==> config.mk <==
export PLATFORM = sky130hd
export DESIGN_NAME = puf_resp_collector
export DESIGN_NICKNAME = d
export VERILOG_FILES = /design/src/rtl/puf_resp_pkg.sv /design/src/rtl/puf_maj3.sv /design/src/rtl/puf_resp_collector.sv
export SDC_FILE = /design/constraint.sdc
export NUM_CORES = 1
export LEC_CHECK = 0
export ABC_AREA = 1
export BUFFER_PORTS_ARGS = -buffer_cell sky130_fd_sc_hd__buf_2
export CAP_MARGIN = 20
export CORE_MARGIN = 3
export CORE_UTILIZATION = 35
export CTS_BUF_LIST = sky130_fd_sc_hd__clkbuf_16
export CTS_CLUSTER_SIZE = 12
export DETAILED_ROUTE_END_ITERATION = 16
export GPL_TIMING_DRIVEN = 0
export SETUP_SLACK_MARGIN = 0.4
export SLEW_MARGIN = 20
export SYNTH_ARGS = -nofsm -noshare
export SYNTH_HDL_FRONTEND = slang
export SYNTH_HIERARCHICAL = 1
export SYNTH_SLANG_ARGS = --single-unit
==> constraint.sdc <==
create_clock -name i_Clk -period 4.45 [get_ports i_Clk]
set_input_delay 0.445 -clock i_Clk [delete_from_list [all_inputs] [get_ports i_Clk]]
set_output_delay 0.445 -clock i_Clk [all_outputs]
set_load 0.005 [all_outputs]
==> src/rtl/puf_resp_pkg.sv <==
// Shared constants and state encoding for the PUF response collector.
// Define PUF_RESP_MAJORITY_EN to enable the 3-sample majority vote per cell.
package puf_resp_pkg;

    localparam int NUM_CELLS = 128;
    localparam int SEL_W     = 7;

    typedef enum logic [1:0] {
        IDLE   = 2'd0,
        SETTLE = 2'd1,
        SAMPLE = 2'd2,
        DONE   = 2'd3
    } state_t;

`ifdef PUF_RESP_MAJORITY_EN
    localparam int SAMPLE_CYCLES = 3;
`else
    localparam int SAMPLE_CYCLES = 1;
`endif

endpackage

==> src/rtl/puf_maj3.sv <==
// Combinational 3-input majority vote used by the collector when PUF_RESP_MAJORITY_EN is defined.
module puf_maj3 (
    input  logic a,
    input  logic b,
    input  logic c,
    output logic y
);

    assign y = (a & b) | (a & c) | (b & c);

endmodule

==> src/rtl/puf_resp_collector.sv <==
// Walks the PUF mux select over all cells, samples each after a settle delay and hands off a 128-bit response.
// Build option: PUF_RESP_MAJORITY_EN adds a 3-cycle sample window with majority vote per cell.
module puf_resp_collector
    import puf_resp_pkg::*;
#(
    parameter int SETTLE_CYCLES = 4
) (
    input  logic                 i_Clk,
    input  logic                 i_Rst_n,
    input  logic                 i_Start,
    output logic                 o_Busy,
    output logic [SEL_W-1:0]     o_Sel,
    input  logic                 i_Q,
    output logic [NUM_CELLS-1:0] o_Resp,
    output logic                 o_Valid,
    input  logic                 i_Ready
);

    localparam logic [7:0]       SETTLE_LAST = 8'(SETTLE_CYCLES - 1);
    localparam logic [SEL_W-1:0] SEL_LAST    = SEL_W'(NUM_CELLS - 1);

    state_t     state;
    state_t     state_next;
    logic [7:0] settle_cnt;
    logic       sample_last;
    logic       sample_bit;

`ifdef PUF_RESP_MAJORITY_EN
    localparam logic [1:0] LAST_IDX = 2'(SAMPLE_CYCLES - 1);

    logic [1:0] sample_idx;
    logic       vote0;
    logic       vote1;
    logic       maj_bit;

    // The third sample is voted live, so only the first two need holding registers.
    puf_maj3 u_maj3 (
        .a (vote0),
        .b (vote1),
        .c (i_Q),
        .y (maj_bit)
    );

    assign sample_last = (sample_idx == LAST_IDX);
    assign sample_bit  = maj_bit;

    always_ff @(posedge i_Clk) begin
        if (!i_Rst_n) begin
            sample_idx <= 2'd0;
            vote0      <= 1'b0;
            vote1      <= 1'b0;
        end else if (state == SAMPLE) begin
            sample_idx <= sample_last ? 2'd0 : sample_idx + 2'd1;
            if (sample_idx == 2'd0) vote0 <= i_Q;
            if (sample_idx == 2'd1) vote1 <= i_Q;
        end else begin
            sample_idx <= 2'd0;
        end
    end
`else
    assign sample_last = 1'b1;
    assign sample_bit  = i_Q;
`endif

    always_comb begin
        state_next = state;
        case (state)
            IDLE:    if (i_Start) state_next = SETTLE;
            SETTLE:  if (settle_cnt == SETTLE_LAST) state_next = SAMPLE;
            SAMPLE: begin
                if (sample_last) state_next = (o_Sel == SEL_LAST) ? DONE : SETTLE;
            end
            DONE:    if (i_Ready) state_next = IDLE;
            default: state_next = IDLE;
        endcase
    end

    // Busy/valid are registered from the next state so they line up with the state register.
    always_ff @(posedge i_Clk) begin
        if (!i_Rst_n) begin
            state      <= IDLE;
            o_Sel      <= '0;
            o_Resp     <= '0;
            o_Valid    <= 1'b0;
            o_Busy     <= 1'b0;
            settle_cnt <= 8'd0;
        end else begin
            state   <= state_next;
            o_Busy  <= (state_next == SETTLE) || (state_next == SAMPLE);
            o_Valid <= (state_next == DONE);
            case (state)
                IDLE: begin
                    if (i_Start) begin
                        o_Resp     <= '0;
                        o_Sel      <= '0;
                        settle_cnt <= 8'd0;
                    end
                end
                SETTLE: settle_cnt <= settle_cnt + 8'd1;
                SAMPLE: begin
                    if (sample_last) begin
                        o_Resp[o_Sel] <= sample_bit;
                        if (o_Sel != SEL_LAST) begin
                            o_Sel      <= o_Sel + 1'b1;
                            settle_cnt <= 8'd0;
                        end
                    end
                end
                default: ;
            endcase
        end
    end

endmodule

==> out/metrics.sh, run 1 <==
OUTCOME='completed'
DETAIL_ROUTE.WIRELENGTH.MET1_UM=10800
HTREE_LEVELS=4
GRT_REMAINING_OVERFLOW=0
FINALHOLDVIOLATIONS=0
WORST-ENDPOINT-REQUIRED_NS=4.77
TIMING.CRITICAL_PATH.MAX_DELAY_FAMILY='buffers and inverters'
PATH_MAX_FANOUT=10
IOS=142
RSZ0062_AT_GRT='no'
FINALMAXSLEWVIOLATIONS=0
ROUTE.TOP_LAYER_USED='met5'
CTS.SINK_COUNT=147
MAX-CAP-VIOLATIONS=0
LAYOUT_CELLS_SIZED_ABOVE_1_PCT=19.0
SW_FRAC_OF_TOTAL_PCT=23.9
CTS-ROOT-BUF='sky130_fd_sc_hd__clkbuf_16'
CRIT_PATH_START_KIND='flop'
P_SEQ_SHARE_PCT=45.3
GLOBAL_ROUTE.USAGE.TOTAL_PCT=21.0
CLK-INSERTION-DELAY-LATE_NS=0.43
DRC=0
SETUP.WORST_PATH.CLASS='flop to flop'
POST_CTS_BUFFERS=0
INTPOWER_uW=2220
CORE_AREA_UM2=19500
ANTENNA_NETS_POST_ROUTE=0
POST_DP_CELL_AREA_UM2=8030
POST_CTS_HOLD_BUFFER_COUNT=0
CRITICAL_PATH.ENDPOINT_TYPE='flop'
WL_PER_CELL_UM=15.6
CRITICAL_PATH.N_BUFFERS_INVERTERS=4
CLOCK_SKEW_NS=0.0110
GRT_PASS1_VIAS=6416
VIAS=7360
SYN2LAYOUT_AREA_GROWTH_PCT=23.3
ARRIVAL_NS=2.39
POST_CTS.RESIZED_INSTANCES=0
FILLERS=2093
INSERTEDDIODECOUNT=0
POSTLAYOUTCOREUTIL_PCT=44.1
RELSLEWSLACK_PCT=58.7
POST_SYNTHESIS_AVERAGE_CELL_AREA_UM2=6.64
MULTIINPUTGATEAREA_UM2=3510
CLKSLEWWORSTSETUPHOLDPATHS_NS=0.06
TRITONCTS.NUM_BUFFERS=17
SHARE_COMB_OF_TOTAL_POWER_PCT=4.6
DETAIL_ROUTE.FIRST_PASS.ITERATIONS=8
POWER_FRAC_CLOCK_PCT=50.2
FMAX_MHz=482
INITIAL_UTILIZATION_PCT=35.8
FINAL.MIN_CLOCK_PERIOD_NS=2.07
ROUTED-WL-MET2_UM=10300
SYNTH_SEQ_CELLS=147
FINAL_CYCLE_SHARE_PCT=46.6
MAX-VDD-IR-DROP_V=0.000257
ROUTE.FINAL.WIRE_LENGTH_UM=23200
SETUP-TNS-FINAL_NS=0
IO_BUFFER_COUNT=141
GRT_START_MAX_NET_PINS=17
SYNTH.YOSYS.SEQ_AREA_SHARE_PCT=42.1
FINAL-SEQ-AREA_UM2=2940
SYN_INST=1053
GP_CONGESTION=0.833
POST_SYNTH_NUM_CELL_TYPES=28
SYNTH-WARNING-COUNT=6
CLOCK_TREE.BUFFER_DEPTH=2
SYN-CELL-AREA_UM2=6990
FINALSETUPVIOLCOUNT=0
GRT_ANTENNA_BEFORE_REPAIR=1
MET3_LENGTH_UM=1760
POWER_PER_CELL_AREA_nW_PER_UM2=339
CORE.ROWCOUNT=51
CRIT_TOP_CELL='sky130_fd_sc_hd__buf_2'
LAYOUT_COMMON_CELLS='sky130_fd_sc_hd__nand2_1, sky130_fd_sc_hd__buf_2, sky130_fd_sc_hd__nor2_1'
DIE_HEIGHT_UM=147
LAYOUT.CELL_AREA.NON_FILLER_UM2=8620
DP_HPWL_UM=16700
DRT-INITIAL-DRC-COUNT=622
WORST_PIN_SLEW_NS=0.620
POWER_uW=2920
NETSWITCHINGPOWER_uW=697
CRITICAL-PATH-MAX-STAGE-DELAY_NS=0.40
DIE_FOOTPRINT_UM2=21700
VIA_DENSITY_PER_INSTANCE=4.94
CP_MAX_STAGE_CELL='sky130_fd_sc_hd__clkinv_1'
GRT_FIRST_PASS_WIRELENGTH_UM=36000
FINAL_COMMON_CELL='sky130_fd_sc_hd__nand2_1'
DIE_X_UM=147
CRIT_CHAIN='buf_2, inv_2, nand3_2, clkinv_1, buf_2, a22oi_1, nor2_1'
HOLD_CLASS='input pin to flop'
TRITONCTS='done'
MAPPEDNETLISTNETS=1061
FINAL_NET_COUNT=1221
POWER.LEAKAGE_uW=0.00372
## cell type report
type / instances / area share [%]
Buffer: 66 / 3.40
Clock buffer: 17 / 4.93
Clock inverter: 15 / 1.93
Inverter: 66 / 2.87
Multi-Input combinational cell: 774 / 40.7
Sequential cell: 147 / 34.1
Tap cell: 265 / 3.85
Timing Repair Buffer: 141 / 8.19
## power groups by stage
stage	Combinational, µW	Clock, µW	Sequential [µW]
global route	148	1530	1320
floorplan	87.9	0	1350
finish	133	1460	1320
detailed placement	132	0	1350
CTS	132	1480	1320
global placement	132	0	1350
## metal layers
metal	up-vias	global-route usage (%)
li1	3700	-
met1	3371	29.8
met2	260	32.2
met3	27	4.97
met4	2	5.64
met5	-	0
## flip-flops by register name, summed over array words and instances (netlist names)
register    count
o_Busy          1
o_Sel           7
o_Valid         1
o_Resp        128
settle_cnt      8
state           2
## tightest hold or removal path: stages
cell and delay, ns:
sky130_fd_sc_hd__buf_2 0.08, sky130_fd_sc_hd__nand2_1 0.06, sky130_fd_sc_hd__nand3_1 0.10, sky130_fd_sc_hd__a21oi_1 0.06
## cell usage after synthesis, drive strengths merged
cell type  number  area (µm²)
a21oi          97         485
a22oi          37         278
buf            47         221
clkbuf         19        71.3
clkinv          4        15.0
dfxtp         147        2940
ha              3        37.5
inv            62         233
nand2         327        1240
nand3         109         576
nand4           1        6.26
nor2          176         737
nor3            8        62.6
o21a            2        15.0
o21ai          12        60.1
o21bai          1        7.51
or2             1        6.26
## stage by stage
| step | setup slack [ns] | hold slack [ns] | std cells |
|---|---|---|---|
| after floorplan | 2.84 | 0.452 | 1053 |
| after global placement | 2.42 | 0.445 | 1459 |
| after detailed placement | 2.42 | 0.450 | 1459 |
| after CTS | 2.42 | 0.358 | 1491 |
| after global routing | 2.25 | 0.397 | 1491 |
| final | 2.38 | 0.365 | 1491 |
## cell families after synthesis
group / after synthesis / share of synthesized area (%)
and+or+nand+nor: 622 / 37.5
AOI/OAI and AO/OA: 149 / 12.1
DFF: 147 / 42.1
buffers and inverters: 132 / 7.73
adders and majority gates: 3 / 0.537
## path summary, 6_finish.rpt
| kind | start | end | slack, ns | depth (start not counted) |
|---|---|---|---|---|
| max | o_Sel[1]$_SDFFE_PN0P_ | o_Resp[124]$_SDFFE_PN0P_ | 2.38 | 7 |
| min | i_Ready | state[1]$_SDFF_PN0_ | 0.37 | 4 |
| max reg2reg | o_Sel[1]$_SDFFE_PN0P_ | o_Resp[124]$_SDFFE_PN0P_ | 2.38 | 7 |
| min reg2reg | o_Resp[18]$_SDFFE_PN0P_ | o_Resp[18]$_SDFFE_PN0P_ | 0.46 | 2 |
No activity file was read; power rests on OpenSTA's default activity.
==> inputs of run 2 (changes only) <==
- clock period: 4.45 -> 1.95 ns (I/O delays scaled with it)
==> run 2 against run 1 <==
- clock power up 130%
- hold slack worse by 0.28 ns
- first-iteration DRC count up 14%
- core utilization up 3.7 points
- clock skew down 0.0043 ns
- critical endpoint is now o_Resp[53]$_SDFFE_PN0P_
- die area unchanged
==> out/metrics.sh, run 2 (synthesized netlist as in run 1, its figures left out) <==
CORE.ROWCOUNT=51  # unchanged
RSZ0062_AT_GRT='yes'
INSERTEDDIODECOUNT=0  # unchanged
ANTENNA_NETS_POST_ROUTE=0  # unchanged
MAX-VDD-IR-DROP_V=0.000580  # +130%
DIE_HEIGHT_UM=147  # unchanged
CRIT_PATH_START_KIND='flop'
DIE_X_UM=147  # unchanged
SETUP.WORST_PATH.CLASS='flop to flop'
MIN_DELAY_PATH_DEPTH=4  # unchanged
WORST-ENDPOINT-REQUIRED_NS=2.27  # -2.50 ns
WL_PER_CELL_UM=16.2  # +4.1%
OUTCOME='completed'
DRT-INITIAL-DRC-COUNT=709  # +14%
PATH_MAX_FANOUT=10  # unchanged
LAYOUT_COMMON_CELLS='sky130_fd_sc_hd__nand2_1, sky130_fd_sc_hd__buf_2, sky130_fd_sc_hd__nor2_1'
WORST-R2R-CELL-COUNT=8  # +1
FINAL_NET_COUNT=1259  # +3.1%
GRT_PASS1_VIAS=6788  # +5.8%
HOLDPATHEND='state[1]$_SDFF_PN0_'
MAX-CAP-VIOLATIONS=0  # unchanged
HTREE_LEVELS=4  # unchanged
VIA_DENSITY_PER_INSTANCE=5.02  # +1.7%
STDCELL_COUNT=1529  # +2.5%
FINAL.MIN_CLOCK_PERIOD_NS=1.51  # -0.568 ns
CLOCK_TREE.BUFFER_DEPTH=2  # unchanged
RELSLEWSLACK_PCT=58.2  # -0.48 points
DP_HPWL_UM=16800  # +0.36%
ARRIVAL_NS=1.83  # -0.56 ns
FMAX_MHz=664  # +38%
CTS.SINK_COUNT=147  # unchanged
WORST_PIN_SLEW_NS=0.627  # +0.00725 ns
DIE_FOOTPRINT_UM2=21700  # unchanged
TOP_REGS='o_Resp: 128 flops, settle_cnt: 8 flops, o_Sel: 7 flops'
IOS=142  # unchanged
REGTOREGSTARTPOINT='o_Sel[1]$_SDFFE_PN0P_'
CLK-INSERTION-DELAY-LATE_NS=0.43  # about the same
FINALSETUPVIOLCOUNT=0  # unchanged
REG_TO_REG_END='o_Resp[53]$_SDFFE_PN0P_'
POWER_PER_CELL_AREA_nW_PER_UM2=711  # +110%
GRT_FIRST_PASS_WIRELENGTH_UM=37600  # +4.4%
LARGEST_REGISTER='o_Resp'
SYN2LAYOUT_AREA_GROWTH_PCT=33.7
VIAS=7679  # +4.3%
CTS-ROOT-BUF='sky130_fd_sc_hd__clkbuf_16'
DRC=0  # unchanged
FINALMAXSLEWVIOLATIONS=0  # unchanged
GP_CONGESTION=0.840  # +0.79%
TRITONCTS='done'
TIMING.HOLD.WORST.START='i_Ready'
CP_MAX_STAGE_CELL='sky130_fd_sc_hd__dfxtp_4'
POST_CTS_HOLD_BUFFER_COUNT=0  # unchanged
HOLD_CLASS='input pin to flop'
POWER.LEAKAGE_uW=0.00399  # +7.0%
CRIT_CHAIN='buf_8, buf_4, nor3_4, buf_4, buf_4, nand3_1, nand2_1, nor2_1'
CRITICAL_PATH.ENDPOINT_TYPE='flop'
POST_DP_CELL_AREA_UM2=8030  # about the same
GLOBAL_ROUTE.USAGE.TOTAL_PCT=22.0  # +0.95 points
DETAIL_ROUTE.FIRST_PASS.ITERATIONS=6  # -2
FINAL-SEQ-AREA_UM2=2980  # +1.1%
GRT_START_MAX_NET_PINS=17  # unchanged
FINALHOLDVIOLATIONS=0  # unchanged
FINAL_COMMON_CELL='sky130_fd_sc_hd__nand2_1'
CLKSLEWWORSTSETUPHOLDPATHS_NS=0.06  # about the same
GRT_ANTENNA_BEFORE_REPAIR=0  # -1
FINAL_CYCLE_SHARE_PCT=77.2  # +31 points
MULTIINPUTGATEAREA_UM2=3750  # +7.0%
PLACED_CELLS_INCL_TAPS=1459  # unchanged
CORE_AREA_UM2=19500  # unchanged
ROUTE.FINAL.WIRE_LENGTH_UM=24800  # +6.8%
FILLERS=2028  # -3.1%
RRSETUPSLACK_NS=0.44  # -1.93 ns
CRIT_TOP_CELL='sky130_fd_sc_hd__buf_4'
CRITICAL-PATH-MAX-STAGE-DELAY_NS=0.36  # -0.04 ns
TRITONCTS.NUM_BUFFERS=17  # unchanged
GRT_REMAINING_OVERFLOW=0  # unchanged
LAYOUT.CELL_AREA.NON_FILLER_UM2=9350  # +8.4%
WORSTSETUPSTARTPOINT='o_Sel[1]$_SDFFE_PN0P_'
CLOCK_SKEW_NS=0.00671  # -0.00428 ns
LAYOUT_CELLS_SIZED_ABOVE_1_PCT=26.3  # +7.3 points
LARGEST_REGISTER_FFS=128  # unchanged
INITIAL_UTILIZATION_PCT=35.8  # unchanged
IO_BUFFER_COUNT=141  # unchanged
==> run 2: changes by cell type in the layout (fill, tap and decap cells not counted), sizes merged <==
cell	previous run	this run
clkinvlp	5	3
nor2	176	177
clkbuf	36	39
clkinv	9	8
bufinv	3	2
inv	64	68
buf	188	222
==> run 2: area by class of cell <==
type                       instances  share of cell area (%)
timing repair buffer             178                    10.8
clock inverter                    15                    1.66
multi-input combinational        775                    40.2
tap                              265                    3.55
inverter                          66                    3.00
clock buffer                      17                    4.55
buffer                            66                    4.49
sequential                       147                    31.8
==> run 2: where the power goes <==
part	internal, µW	leakage, µW	switching, µW	total [µW]
combinational	78.2	0.00252	249	327
sequential	3000	0.00119	6.38	3010
clock	1890	0.000274	1410	3310
total	4970	0.00399	1670	6640
==> run 2: worst max path at each step <==
stage and endpoint:
2_1_floorplan o_Busy$_SDFF_PN0_, 3_3_place_gp o_Resp[116]$_SDFFE_PN0P_, 3_5_place_dp o_Resp[60]$_SDFFE_PN0P_, 4_1_cts o_Resp[60]$_SDFFE_PN0P_, 5_1_grt o_Resp[100]$_SDFFE_PN0P_, 6_report o_Resp[53]$_SDFFE_PN0P_
==> run 2: timing repair <==
action | in CTS | in global routing
pin swaps | 11 | 9
cloned | 0 | 2
endpoints found under the setup margin | 142 | 125
setup buffers | 26 | 10
resized for setup | 69 | 77
==> run 2: layer usage <==
| metal | part of all wire (%) | routed length (µm) | GRT usage, % | vias to the layer above |
|---|---|---|---|---|
| li1 | - | - | - | 3795 |
| met1 | 43 | 10700 | 29.7 | 3517 |
| met2 | 45 | 11100 | 33.9 | 326 |
| met3 | 9.7 | 2410 | 6.48 | 41 |
| met4 | 2.2 | 533 | 7.04 | 0 |
| met5 | 0 | 0 | 0 | - |
==> run 2: worst max-delay path, delay by kind of cell, from the launching register on <==
kind	cells	cell delay [ns]
flip-flops	1	0.36
buffers and inverters	4	0.65
AND/OR/NAND/NOR	4	0.38
==> run 2: stage by stage <==
| step | setup TNS (ns) | setup slack [ns] | total power, µW | utilization, % | hold slack [ns] |
|---|---|---|---|---|---|
| after global placement | -0.976 | -0.112 | 3390 | 41.1 | 0.445 |
| after global routing | 0 | 0.349 | 6860 | 47.9 | 0.112 |
| final | 0 | 0.445 | 6640 | 47.9 | 0.0895 |
| after detailed placement | -1.14 | -0.114 | 3390 | 41.1 | 0.449 |
| after CTS | 0 | 0.388 | 6670 | 46.2 | 0.0994 |
| after floorplan | 0 | 0.428 | 3280 | - | 0.382 |
==> inputs of run 3 (changes only) <==
- clock period: 1.95 -> 1.2 ns (I/O delays scaled with it)
==> run 3 against run 2 <==
- the flow now finishes with violations (negative setup slack)
- non-clock buffer count rose by 146
- combinational power rose to 3.1 times the previous value
- final cell count rose by 9.5%
- critical path type unchanged
- highest routed layer unchanged
==> out/metrics.sh, run 3 (synthesized netlist as in run 1, its figures left out) <==
WORST-PATH-STAGES=8  # unchanged
WORST-R2R-CELL-COUNT=8  # unchanged
MAX-VDD-IR-DROP_V=0.000931  # +60%
POST_CTS_HOLD_BUFFER_COUNT=0  # unchanged
ARRIVAL_NS=1.93  # +0.10 ns
MAX-CAP-VIOLATIONS=0  # unchanged
CORE_AREA_UM2=19500  # unchanged
LARGEST_REGISTER_FFS=128  # unchanged
RSZ0062_AT_GRT='yes'
GP_CONGESTION=0.873  # +4.0%
FMAX_MHz=640  # -3.6%
WORST_PIN_SLEW_NS=0.727  # +0.0999 ns
POSTLAYOUTCOREUTIL_PCT=68.6  # +21 points
GLOBAL_ROUTE.USAGE.TOTAL_PCT=25.6  # +3.6 points
DIE_X_UM=147  # unchanged
HOLD_CLASS='input pin to flop'
CRITICAL_PATH.N_BUFFERS_INVERTERS=3  # -1
FINAL_CYCLE_SHARE_PCT=130  # +53 points
GRT_ANTENNA_BEFORE_REPAIR=0  # unchanged
GRT_PASS1_VIAS=8125  # +20%
DRT-INITIAL-DRC-COUNT=864  # +22%
FINAL_NET_COUNT=1404  # +12%
FILLERS=1378  # -32%
FINAL_COMMON_CELL='sky130_fd_sc_hd__nand2_1'
CRIT_CHAIN='buf_8, inv_6, nor2_4, nand2_4, nor2_4, buf_4, a22oi_1, nor2_1'
OUTCOME='finished with violations'
CP_MAX_STAGE_CELL='sky130_fd_sc_hd__dfxtp_2'
CRITICAL_PATH.ENDPOINT_TYPE='flop'
WORST-ENDPOINT-REQUIRED_NS=1.57  # -0.70 ns
IOS=142  # unchanged
FINALSETUPVIOLCOUNT=148  # +148
CRIT_PATH_START_KIND='flop'
CRITICAL-PATH-MAX-STAGE-DELAY_NS=0.35  # about the same
ANTENNA_NETS_POST_ROUTE=0  # unchanged
GRT_FIRST_PASS_WIRELENGTH_UM=43700  # +16%
CLK-INSERTION-DELAY-LATE_NS=0.44  # about the same
CRIT_TOP_CELL='sky130_fd_sc_hd__nor2_4'
CLOCK_TREE.BUFFER_DEPTH=2  # unchanged
POWER.LEAKAGE_uW=0.00545  # +37%
WL_PER_CELL_UM=19.1  # +18%
IO_BUFFER_COUNT=141  # unchanged
TOP_REGS='o_Resp: 128 flops, settle_cnt: 8 flops, o_Sel: 7 flops'
FINAL.MIN_CLOCK_PERIOD_NS=1.56  # +0.0567 ns
RELSLEWSLACK_PCT=51.5  # -6.7 points
VIA_DENSITY_PER_INSTANCE=5.34  # +6.3%
TRITONCTS.NUM_BUFFERS=17  # unchanged
FINALMAXSLEWVIOLATIONS=0  # unchanged
LARGEST_REGISTER='o_Resp'
VIOLATIONS_IN_THE_FINAL_REPORTS='negative setup slack'
LAYOUT_COMMON_CELLS='sky130_fd_sc_hd__nand2_1, sky130_fd_sc_hd__dfxtp_2, sky130_fd_sc_hd__buf_6'
DP_HPWL_UM=17000  # +1.2%
SYN2LAYOUT_AREA_GROWTH_PCT=91.5
PATH_MAX_FANOUT=7  # -3
TRITONCTS='done'
GRT_START_MAX_NET_PINS=17  # unchanged
CTS-ROOT-BUF='sky130_fd_sc_hd__clkbuf_16'
INITIAL_UTILIZATION_PCT=35.8  # unchanged
CLKSLEWWORSTSETUPHOLDPATHS_NS=0.07  # about the same
DRC=0  # unchanged
VIAS=8945  # +16%
CLOCK_SKEW_NS=0.0106  # +0.00390 ns
MIN_DELAY_PATH_DEPTH=4  # unchanged
MULTIINPUTGATEAREA_UM2=5210  # +39%
DIE_FOOTPRINT_UM2=21700  # unchanged
FINALHOLDVIOLATIONS=0  # unchanged
FINAL-SEQ-AREA_UM2=3140  # +5.5%
SETUP.WORST_PATH.CLASS='flop to flop'
LAYOUT_CELLS_SIZED_ABOVE_1_PCT=60.9  # +35 points
DETAIL_ROUTE.FIRST_PASS.ITERATIONS=7  # +1
ROUTE.FINAL.WIRE_LENGTH_UM=32100  # +29%
CORE.ROWCOUNT=51  # unchanged
FINAL.SETUP.WORST_SLACK_NS=-0.362  # -0.807 ns
POWER_PER_CELL_AREA_nW_PER_UM2=852  # +20%
SETUP-TNS-FINAL_NS=-35.84  # -35.84 ns
GRT_REMAINING_OVERFLOW=0  # unchanged
DIE_HEIGHT_UM=147  # unchanged
HTREE_LEVELS=4  # unchanged
CTS.SINK_COUNT=147  # unchanged
TIMING.CRITICAL_PATH.MAX_DELAY_FAMILY='simple AND/OR/NAND/NOR gates'
[run 3: what timing repair did]
item                                    CTS  global route
buffers inserted                        103            59
cloned                                   14             7
resized for setup                       461           284
endpoints found under the setup margin  284           284
pin swaps                                80            98
[run 3: routing by layer]
layer	vias up	share of wire, %	track usage [%]
li1	4096	-	-
met5	-	0	0
met4	0	5.2	11.2
met1	4315	40	32.0
met3	112	6.7	6.97
met2	422	48	41.5
[run 3: worst paths after layout]
path                              end  slack [ns]                     start
max reg2reg   o_Resp[48]$_SDFFE_PN0P_       -0.36     o_Sel[4]$_SDFFE_PN0P_
max           o_Resp[48]$_SDFFE_PN0P_       -0.36     o_Sel[4]$_SDFFE_PN0P_
min               state[1]$_SDFF_PN0_        0.06                   i_Ready
min reg2reg  o_Resp[119]$_SDFFE_PN0P_        0.45  o_Resp[119]$_SDFFE_PN0P_
[run 3: worst reg2reg max path: stages, from the launching register on]
cell	delay, ns
sky130_fd_sc_hd__dfxtp_2	0.35
sky130_fd_sc_hd__buf_8	0.16
sky130_fd_sc_hd__inv_6	0.04
sky130_fd_sc_hd__nor2_4	0.12
sky130_fd_sc_hd__nand2_4	0.12
sky130_fd_sc_hd__nor2_4	0.27
sky130_fd_sc_hd__buf_4	0.23
sky130_fd_sc_hd__a22oi_1	0.10
sky130_fd_sc_hd__nor2_1	0.11
[run 3: area by class of cell]
type                            count  area share, %
Inverter                           66           2.79
Antenna cell                        1         0.0187
Buffer                             66           4.98
Clock inverter                     15           1.22
Clock buffer                       17           3.18
Tap cell                          265           2.48
Timing Repair Buffer              324           23.0
Sequential cell                   147           23.4
Multi-Input combinational cell    774           38.9
[run 3: through the flow]
step	power, µW	cells	hold slack, ns	worst slack [ns]	cell area, µm²
2_1_floorplan	5350	1053	0.307	-0.181	7400
3_3_place_gp	5520	1459	0.444	-0.789	8430
3_5_place_dp	5520	1459	0.447	-0.790	8430
4_1_cts	11200	1608	0.0328	-0.247	11700
5_1_grt	11700	1674	0.0750	-0.404	13400
6_report	11400	1675	0.0595	-0.362	13400
[run 3: report_power, final]
part           leakage, µW  internal [µW]  switching [µW]  total [µW]
registers          0.00126           4870            18.4        4890
logic              0.00391            405             599        1000
clock network     0.000290           3250            2260        5510
